===== src/rtl/div_pkg.sv =====
// Shared definitions for the divider family: operand width and the
// IDLE/CALC/DONE sequencing states used by the sequential arithmetic blocks.
package div_pkg;

    localparam int DIV_W = 4;

    typedef enum logic [1:0] {
        IDLE = 2'd0,
        CALC = 2'd1,
        DONE = 2'd2
    } div_state_e;

    // Step counter width: clog2 of the step count, never narrower than one bit.
    function automatic int cnt_width(input int w);
        return (w > 1) ? $clog2(w) : 1;
    endfunction

endpackage


===== src/rtl/divider_4bit_recon.sv =====
// Dividend reconstruction: dividend = quotient * divisor + remainder, computed
// with a W-step shift-add multiplier seeded with the remainder. Flags results
// wider than W bits and remainders that are not smaller than the divisor.
//
// state | meaning
// IDLE  | waiting for operands; in_ready high once out of reset
// CALC  | one shift-add step per edge, W steps in total
// DONE  | result presented, held until out_ready
module divider_4bit_recon
    import div_pkg::*;
#(
    parameter int W = DIV_W
) (
    input  logic           clk,
    input  logic           rst_n,
    input  logic           in_valid,
    output logic           in_ready,
    input  logic [W-1:0]   quotient,
    input  logic [W-1:0]   divisor,
    input  logic [W-1:0]   remainder,
    output logic           out_valid,
    input  logic           out_ready,
    output logic [2*W-1:0] dividend,
    output logic           fits,
    output logic           rem_err
);

    localparam int CW = cnt_width(W);
    localparam int RW = 2 * W;

    div_state_e    state_q,     state_d;
    logic [RW-1:0] acc_q,       acc_d;
    logic [RW-1:0] mcand_q,     mcand_d;
    logic [W-1:0]  mplier_q,    mplier_d;
    logic [CW-1:0] cnt_q,       cnt_d;
    logic          rem_chk_q,   rem_chk_d;
    logic [RW-1:0] dividend_q,  dividend_d;
    logic          fits_q,      fits_d;
    logic          rem_err_q,   rem_err_d;
    // Holds in_ready low until the first edge after reset is released.
    logic          started_q,   started_d;
    logic [RW-1:0] acc_sum;

    // Next-state and datapath step computation.
    always_comb begin
        state_d    = state_q;
        acc_d      = acc_q;
        mcand_d    = mcand_q;
        mplier_d   = mplier_q;
        cnt_d      = cnt_q;
        rem_chk_d  = rem_chk_q;
        dividend_d = dividend_q;
        fits_d     = fits_q;
        rem_err_d  = rem_err_q;
        started_d  = 1'b1;
        acc_sum    = mplier_q[0] ? (acc_q + mcand_q) : acc_q;

        case (state_q)
            IDLE: begin
                if (in_valid && started_q) begin
                    mcand_d   = {{W{1'b0}}, divisor};
                    mplier_d  = quotient;
                    acc_d     = {{W{1'b0}}, remainder};
                    rem_chk_d = (remainder >= divisor);
                    cnt_d     = '0;
                    state_d   = CALC;
                end
            end
            CALC: begin
                acc_d    = acc_sum;
                mcand_d  = mcand_q << 1;
                mplier_d = mplier_q >> 1;
                cnt_d    = cnt_q + CW'(1);
                // No early exit on a zero multiplier: latency is always W.
                if (cnt_q == CW'(W - 1)) begin
                    state_d    = DONE;
                    dividend_d = acc_sum;
                    fits_d     = (acc_sum[RW-1:W] == '0);
                    rem_err_d  = rem_chk_q;
                end
            end
            DONE: begin
                if (out_ready) begin
                    state_d = IDLE;
                end
            end
            default: begin
                state_d = IDLE;
            end
        endcase
    end

    // State and datapath registers; reset aborts any operation in flight.
    always_ff @(posedge clk or negedge rst_n) begin
        if (!rst_n) begin
            state_q    <= IDLE;
            acc_q      <= '0;
            mcand_q    <= '0;
            mplier_q   <= '0;
            cnt_q      <= '0;
            rem_chk_q  <= 1'b0;
            dividend_q <= '0;
            fits_q     <= 1'b0;
            rem_err_q  <= 1'b0;
            started_q  <= 1'b0;
        end else begin
            state_q    <= state_d;
            acc_q      <= acc_d;
            mcand_q    <= mcand_d;
            mplier_q   <= mplier_d;
            cnt_q      <= cnt_d;
            rem_chk_q  <= rem_chk_d;
            dividend_q <= dividend_d;
            fits_q     <= fits_d;
            rem_err_q  <= rem_err_d;
            started_q  <= started_d;
        end
    end

    assign in_ready  = started_q && (state_q == IDLE);
    assign out_valid = (state_q == DONE);
    assign dividend  = dividend_q;
    assign fits      = fits_q;
    assign rem_err   = rem_err_q;

endmodule

===== config.mk =====
export PLATFORM = sky130hd
export DESIGN_NAME = divider_4bit_recon
export DESIGN_NICKNAME = d
export VERILOG_FILES = /design/src/rtl/div_pkg.sv /design/src/rtl/divider_4bit_recon.sv
export SDC_FILE = /design/constraint.sdc
export NUM_CORES = 1
export LEC_CHECK = 0
export CORE_MARGIN = 1
export CORE_UTILIZATION = 38
export CTS_CLUSTER_DIAMETER = 40
export DETAILED_ROUTE_END_ITERATION = 10
export SLEW_MARGIN = 40
export SYNTH_ARGS = -nofsm -noshare
export SYNTH_HDL_FRONTEND = slang
export SYNTH_SLANG_ARGS = --single-unit
export TNS_END_PERCENT = 10

===== constraint.sdc =====
create_clock -name clk -period 4.1 [get_ports clk]
set_input_delay 1.025 -clock clk [delete_from_list [all_inputs] [get_ports clk]]
set_output_delay 1.025 -clock clk [all_outputs]
set_load 0.005 [all_outputs]

==> run metrics <==
antenna cell count=0; routed via count divided by cell count=5.21; global placement routability congestion=0.824; clk_lat worst skew=280 ps; reg-to-reg critical path endpoint=acc_q[6]; number of enable-type register cells in the synthesized netlist=0; fin crit period=2520 ps; floorplan row count=25; pin slew with the least headroom to its limit=759 ps; Worst Setup Path Type=reg2out; sequential cell area fraction in the yosys report=46.0%; pin count of the biggest net entering global routing=37; Hold EP=dividend[3]; count of mapped cells out of synthesis=209; Setup-failing EPs final=0; reported max-cap violation count=0; count of pins over their slew limit=0; number of antenna violations at the first check in global routing=0; routed wire length per instance=14.0 um; DP Area=2280 um^2; die area=5440 um^2; layout cells sized above 1=6.41%; number of global-route vias before repair=1442; startpoint of the worst register-to-register path=mcand_q[0]; Syn. warnings=0; post-detailed-placement half-perimeter wirelength=3.06 mm; signal arrival time at the worst endpoint=1490 ps; kind of end point of the critical path=primary output; count of unresolved DRC violations after routing=0; final-stage net count=265; setup bufs post-CTS=0; share of flip-flops with an asynchronous set or reset after synthesis=100%; run status=complete, no violations; setup repair after global routing missed its margin=no; class of the tightest hold or removal check=reg2reg; Power Density=804 nW/um^2; VDD IR max=0.273 mV; top cell types by occurrence after synthesis=36 x dfrtp_1, 32 x nand2_1, 19 x o21ai_0, 14 x a21oi_1; count of unique library cells instantiated by Yosys=45; Overall Global Routing Usage=17.4%; data required time of the critical path=3070 ps; cell with the most instances after synthesis=dfrtp_1; vias post-DR=1568; Non-Filler Cell Area, Final=2350 um^2; Max FO, Critical Path=4; first-pass GRT wire length=7.13 mm; total iterations of the first detailed-routing run=4; sum of routed wire length over all layers=4.22 mm; final total negative setup slack=0 ps; num ports=28; Mapped Area=1960 um^2; core area=4850 um^2; area of all sequential standard cells=901 um^2; number of hold-slack violations in the final timing report=0; post-synth top area cell=dfrtp_1; number of buffers inserted by hold repair at cts=0; element type at the critical path start=register; leakage power=1.05 nW; final global-route overflow total=0; prevailing post-synth register cell=dfrtp_1; start point of the worst min-delay path=dividend[3]; cts bufs inserted=5; maximum clock frequency=397 MHz; share of the synthesized area in the top cell type=46.0%; initial drt markers=92; count of cells along the worst hold path=2; clock tree from TritonCTS=done; Die Y=73.8 um; post-synthesis sequential element count=36; fillers=475; number of cells traversed by the worst register-to-register path=9; antenna-violating nets left=0; Clk pin slew, worst setup/hold paths=70 ps; headroom to the max-slew limit=49.4%; number of instances resized during post-cts repair=0; net count after synthesis=238; die span in x=73.8 um; Area growth syn-to-layout=19.9%; Fin Hold WS=476 ps; share of the clock period used by the worst path=61.4%; number of buffers on the longest clock path=2; CTS root buf=clkbuf_8; Final Skew=6.59 ps; Avg Synthesized Cell Area=9.37 um^2; starting density of the core=40.4%; multi-input combinational cell area=976 um^2; CTS H-tree depth=2; count of input and output buffers=27; setup slack on the worst flop-to-flop path=1740 ps; Num Clock Sinks=36; top cells by area, synth=dfrtp_1 46%, ha_1 7.7%, nand2_1 6.1%
==> cell type report <==
cell class	instances	share of cell area, %
multi-input cells	154	41.6
inverters	11	1.76
repair buffers	28	11.8
well taps	67	3.57
clock buffers	5	2.93
flip-flops and latches	36	38.4
==> power by group <==
group	internal (mW)	switching, mW	leakage [nW]
combinational	0.455	0.562	0.567
clock	0.110	0.114	0.0359
sequential	0.516	0.131	0.443
==> sequential cells by signal (all words and copies together) (netlist names) <==
name / cells
mplier_q: 4
mcand_q: 8
rem_chk_q: 1
cnt_q: 2
fits: 1
rem_err: 1
acc_q: 8
started_q: 1
dividend: 8
state_q: 2
==> critical path, cell delays in order, from the launching register on <==
cell	delay [ps]
dfrtp_1	420
nor3b_2	260
clkdlybuf4s50_1	540
==> worst max path at each step <==
stage               startpoint  endpoint  slack, ps  cells past startpoint
floorplan             acc_q[0]      fits       2150                      9
global placement      in_valid  acc_q[1]       1450                      5
detailed placement    in_valid  acc_q[1]       1420                      5
CTS                 state_q[0]  in_ready       1560                      2
global route        state_q[0]  in_ready       1490                      2
finish              state_q[0]  in_ready       1580                      2
==> layer usage <==
layer  wire (um)  track usage, %  up-vias
met2        1800            24.6       32
met1        2230            27.0      740
li1            -               -      794
met3         172            3.29        2
met4          15            4.49        0
met5           0               0        -
==> per-stage QoR <==
stage	util (%)	cells	power [mW]	setup slack [ps]
final	48.4	301	1.89	1580
after global routing	48.4	301	2.07	1490
after CTS	48.4	301	1.90	1560
after detailed placement	47.0	296	1.67	1420
after global placement	47.0	296	1.66	1450
after floorplan	-	209	1.36	2150
==> logic make-up after synthesis <==
kind of cell | after synthesis | synth area share [%]
flops | 36 | 46.0
mux | 6 | 3.19
xor+xnor | 2 | 0.895
simple gates | 68 | 16.2
compound gates | 64 | 20.7
buf+inv | 19 | 4.15
fa+ha+maj | 13 | 8.69
other cells | 1 | 0.192
==> layout by cell type, fill, tap and decap left out, types with 2 or more instances in the layout <==
master	netlist	routed
dfrtp_1	36	36
o22ai_1	6	6
ha_1	12	12
a21oi_1	14	14
a31oi_1	4	4
or3_1	2	2
inv_1	11	11
o21ai_0	19	19
clkdlybuf4s50_1	0	27
nand2b_1	5	5
a211oi_1	2	2
xnor2_1	2	2
mux2_2	2	2
mux2i_1	4	4
o21bai_1	2	2
o31a_1	2	2
nor3_1	2	2
o21ai_1	3	3
nor2_1	12	12
nor2b_1	2	2
nand3_1	5	5
clkbuf_8	1	5
nand2_1	32	32
No activity file was read; power rests on OpenSTA's default activity.
==> variant 1 (same settings) <==
Reset style: synchronous (`rst_n`), changed in one clocked block.
--- a/src/rtl/divider_4bit_recon.sv
+++ b/src/rtl/divider_4bit_recon.sv
@@ -91,7 +91,7 @@
     end
 
     // State and datapath registers; reset aborts any operation in flight.
-    always_ff @(posedge clk or negedge rst_n) begin
+    always_ff @(posedge clk) begin
         if (!rst_n) begin
             state_q    <= IDLE;
             acc_q      <= '0;
Formal check against the unedited RTL: differs if rst_n is asserted again (counterexample within 4 cycles, from zero or initial values and one cycle with rst_n low); with rst_n held inactive, the same outputs for 10 cycles.
==> variant 1 against the original RTL <==
  * Worst setup slack lost 0.11 ns
  * Synthesized cell count increased by 16%
  * Sequential cell count unchanged
  * Area after synthesis up 2.9%
  * Design area grew 0.91%
  * Critical endpoint is now acc_q[1]$_SDFFE_PN0P_
  * Critical path type is now in -> reg
  * Wire length is 12% higher
Power is not compared: it rests on default switching activity, and its combinational part moved more than twofold at a synthesized area within 25%.
==> variant 1: results (changes against the original RTL) <==
crit path max fanout = 15 (was 4)
drt via density = 5.404 (was 5.209)
Mean Syn Cell Area = 8.295 um2 (was 9.369 um2)
vias in the first global route = 1629 (was 1442)
Max-slew headroom = 50.14% (was 49.40%)
final hold slack = 0.4549 ns (was 0.4762 ns)
reg2reg start = mcand_q[0]$_SDFFE_PN0P_ (was mcand_q[0]$_DFFE_PN0P_)
fillcell total = 542 (was 475)
syn nets = 272 (was 238)
Critical path origin = in_valid (was state_q[0]$_DFFE_PN0P_)
total track usage = 18.68% (was 17.44%)
post-synthesis sequential area ratio = 35.75% (was 46.01%)
Async SR Flop Fraction = 0% (was 100.0%)
Arr. time, crit path = 2.77 ns (was 1.49 ns)
post-synth top area share = 35.75% (was 46.01%)
post-route insts no fill = 334 (was 301)
detailed-route wire length per cell = 14.16 um (was 14.03 um)
status = finished, final reports clean (unchanged)
Layout Skew = 0.001660 ns (was 0.006595 ns)
final net count = 293 (was 265)
ranking of synthesized cells by area = dfxtp_1 (36%), ha_1 (7.4%), nor2_1 (5.8%), a21oi_1 (4.5%), nand2_1 (4.5%) (was dfrtp_1 (46%), ha_1 (7.7%), nand2_1 (6.1%), o21ai_0 (4.9%), a21oi_1 (3.6%))
first-pass GRT wire length = 7893 um (was 7134 um)
R2R Setup Slk = 1.62 ns (was 1.74 ns)
largest net degree at the start of global routing = 26 (was 37)
synth cell count leaders = dfxtp_1 (36), nor2_1 (31), nand2_1 (24), a21oi_1 (18), ha_1 (12) (was dfrtp_1 (36), nand2_1 (32), o21ai_0 (19), a21oi_1 (14))
hold wc startpoint = fits$_SDFFE_PN0P_ (was dividend[3]$_DFFE_PN0P_)
[variant 1: final cells by class]
cell class | count | share of cell area, %
flip-flops and latches | 36 | 30.46
inverters | 11 | 1.742
clock inverters | 1 | 0.2112
well taps | 70 | 3.696
clock buffers | 6 | 3.062
multi-input cells | 182 | 49.10
repair buffers | 28 | 11.72
[variant 1: worst max-delay path: stages]
cell and delay, ns:
clkdlybuf4s50_1 0.47, nand2_1 0.31, nand2_1 0.38, o21ai_0 0.23
a221oi_1 0.29, nor2_1 0.06
[variant 1: final timing paths]
kind / to / cells after the start
worst max-delay path: acc_q[1]$_SDFFE_PN0P_ / 6
worst min-delay path: fits$_SDFFE_PN0P_ / 2
worst max register to register: fits$_SDFFE_PN0P_ / 9
worst min register to register: fits$_SDFFE_PN0P_ / 2
[variant 1: cells by family (layout without fill, tap and decap cells)]
| group | after synthesis | count (layout) | share of synthesized area (%) |
|---|---|---|---|
| compound gates | 63 | 63 | 22.04 |
| fa+ha+maj | 13 | 13 | 8.442 |
| flops | 36 | 36 | 35.75 |
| mux | 3 | 3 | 1.490 |
| simple gates | 100 | 100 | 24.46 |
| buf+inv | 25 | 46 | 6.517 |
| xor+xnor | 3 | 3 | 1.304 |
[variant 1: routing by layer]
metal	up-vias	GRT usage, %	part of all wire [%]
met5	-	0	0
met4	0	4.403	0.32
met3	2	3.748	4.9
met2	50	29.43	46
met1	839	26.32	49
li1	914	-	-
[variant 1: where the power goes]
group          internal [mW]  switching (mW)  total, mW
clock network          0.115           0.118      0.233
registers              0.363          0.0157      0.379
logic                 0.0455          0.0570      0.102
[variant 1: metrics by stage]
step                      area (um2)  setup WS [ns]
after CTS                       2369          1.465
after floorplan                 2016          1.978
final                           2370          1.477
after global placement          2291          1.208
after global routing            2370          1.301
after detailed placement        2291          1.174
==> variant 2 (same settings) <==
Without the edit above. Change the package constant `DIV_W` from 4 to 6.
--- a/src/rtl/div_pkg.sv
+++ b/src/rtl/div_pkg.sv
@@ -2,7 +2,7 @@
 // IDLE/CALC/DONE sequencing states used by the sequential arithmetic blocks.
 package div_pkg;
 
-    localparam int DIV_W = 4;
+    localparam int DIV_W = 6;
 
     typedef enum logic [1:0] {
         IDLE = 2'd0,
Interface: changed (resized dividend, divisor, quotient and remainder); port bits go from 28 to 38. No check against the original RTL was run, so the function may have changed too.
==> variant 2 against the original RTL <==
  * Cell count rose by 48%
  * Global-route usage increased by 0.57 points
  * Highest routed layer unchanged
  * Worst setup slack got worse by 0.14 ns
  * Critical path type unchanged
  * Via count up 44%
  * Wire length is 46% higher
  * Synthesized cell count up 48%
  * Sequential cell count is 15 higher
  * Hold slack better by 0.0037 ns
  * Critical endpoint unchanged
  * Design area increased by 45%
  * Combinational power up 27%
  * Fmax down 5.2%
  * Power is 34% higher
  * Area after synthesis up 44%
==> variant 2: results (changes against the original RTL) <==
status = finished, final reports clean (unchanged)
initial drt markers = 112 (was 92)
mux cell area share after synthesis = 3.554% (was 3.195%)
final HPWL from detailed placement = 4513 um (was 3061 um)
multi-input gates = 228 (was 154)
post-synthesis sequential area ratio = 45.31% (was 46.01%)
area share of fa/ha/maj cells after synthesis = 9.151% (was 8.690%)
R2R Setup Slk = 1.48 ns (was 1.74 ns)
Data buffer area share = 11.63% (was 11.83%)
CTS clk-pin slew, worst paths = 0.09 ns (was 0.07 ns)
syn nets = 352 (was 238)
fraction of synthesized cell area in xor and xnor cells = 3.110% (was 0.8946%)
Logic inverters = 17 (was 11)
register area = 0.001277 mm2 (was 900.9 um2)
Layout Skew = 0.01036 ns (was 0.006595 ns)
capture point of the worst reg-to-reg path = fits$_DFFE_PN0P_ (was acc_q[6]$_DFFE_PN0P_)
Distinct cells, synth = 42 (was 45)
largest net degree at the start of global routing = 29 (was 37)
VDD IR max = 0.0002452 V (was 0.0002732 V)
Net Sw Frac = 41.89% (was 42.74%)
Worst-Margin Slew = 0.6289 ns (was 0.7590 ns)
R2R cell count = 10 (was 9)
hold wc startpoint = dividend[2]$_DFFE_PN0P_ (was dividend[3]$_DFFE_PN0P_)
Worst Hold Path EP = dividend[2]$_DFFE_PN0P_ (was dividend[3]$_DFFE_PN0P_)
total track usage = 18.01% (was 17.44%)
Total Routed Length = 6170 um (was 4224 um)
CLK BUF = 6 (was 5)
area grow syn2layout = 20.70% (was 19.94%)
Max stage delay on crit path = 0.57 ns (was 0.54 ns)
reg2reg start = acc_q[0]$_DFFE_PN0P_ (was mcand_q[0]$_DFFE_PN0P_)
GP Congestion = 0.8917 (was 0.8242)
area of the multi-input gates = 0.001429 mm2 (was 975.9 um2)
Leak Pwr = 1.582 nW (was 1.046 nW)
drt via density = 5.086 (was 5.209)
sequential cell count = 51 (was 36)
placed cell areas = 0.003284 mm2 (was 0.002280 mm2)
complex-gate fraction of the synthesized area = 17.64% (was 20.70%)
Non-clk bufs = 41 (was 28)
variant 2: stage by stage:
step	worst slack [ns]	std cells	hold WS (ns)	total power [mW]
5_1_grt	1.244	444	0.5054	2.796
2_1_floorplan	1.849	310	0.4394	1.780
4_1_cts	1.421	444	0.4808	2.556
6_report	1.446	444	0.4799	2.536
3_3_place_gp	1.303	436	0.4524	2.171
3_5_place_dp	1.276	436	0.4604	2.200
variant 2: routing by layer:
metal | up-vias | global-route usage, % | part of all wire [%]
met5 | - | 0 | 0
met4 | 0 | 4.399 | 0.83
met3 | 5 | 2.262 | 3.9
met2 | 58 | 28.33 | 45
met1 | 1060 | 26.37 | 50
li1 | 1135 | - | -
variant 2: power by group through the flow:
stage          logic [mW]  registers (mW)  clock network, mW
6_report             1.30           0.890              0.347
5_1_grt              1.50           0.926              0.375
4_1_cts              1.30           0.894              0.360
3_5_place_dp         1.30           0.904                  0
3_3_place_gp         1.27           0.896                  0
2_1_floorplan       0.942           0.838                  0
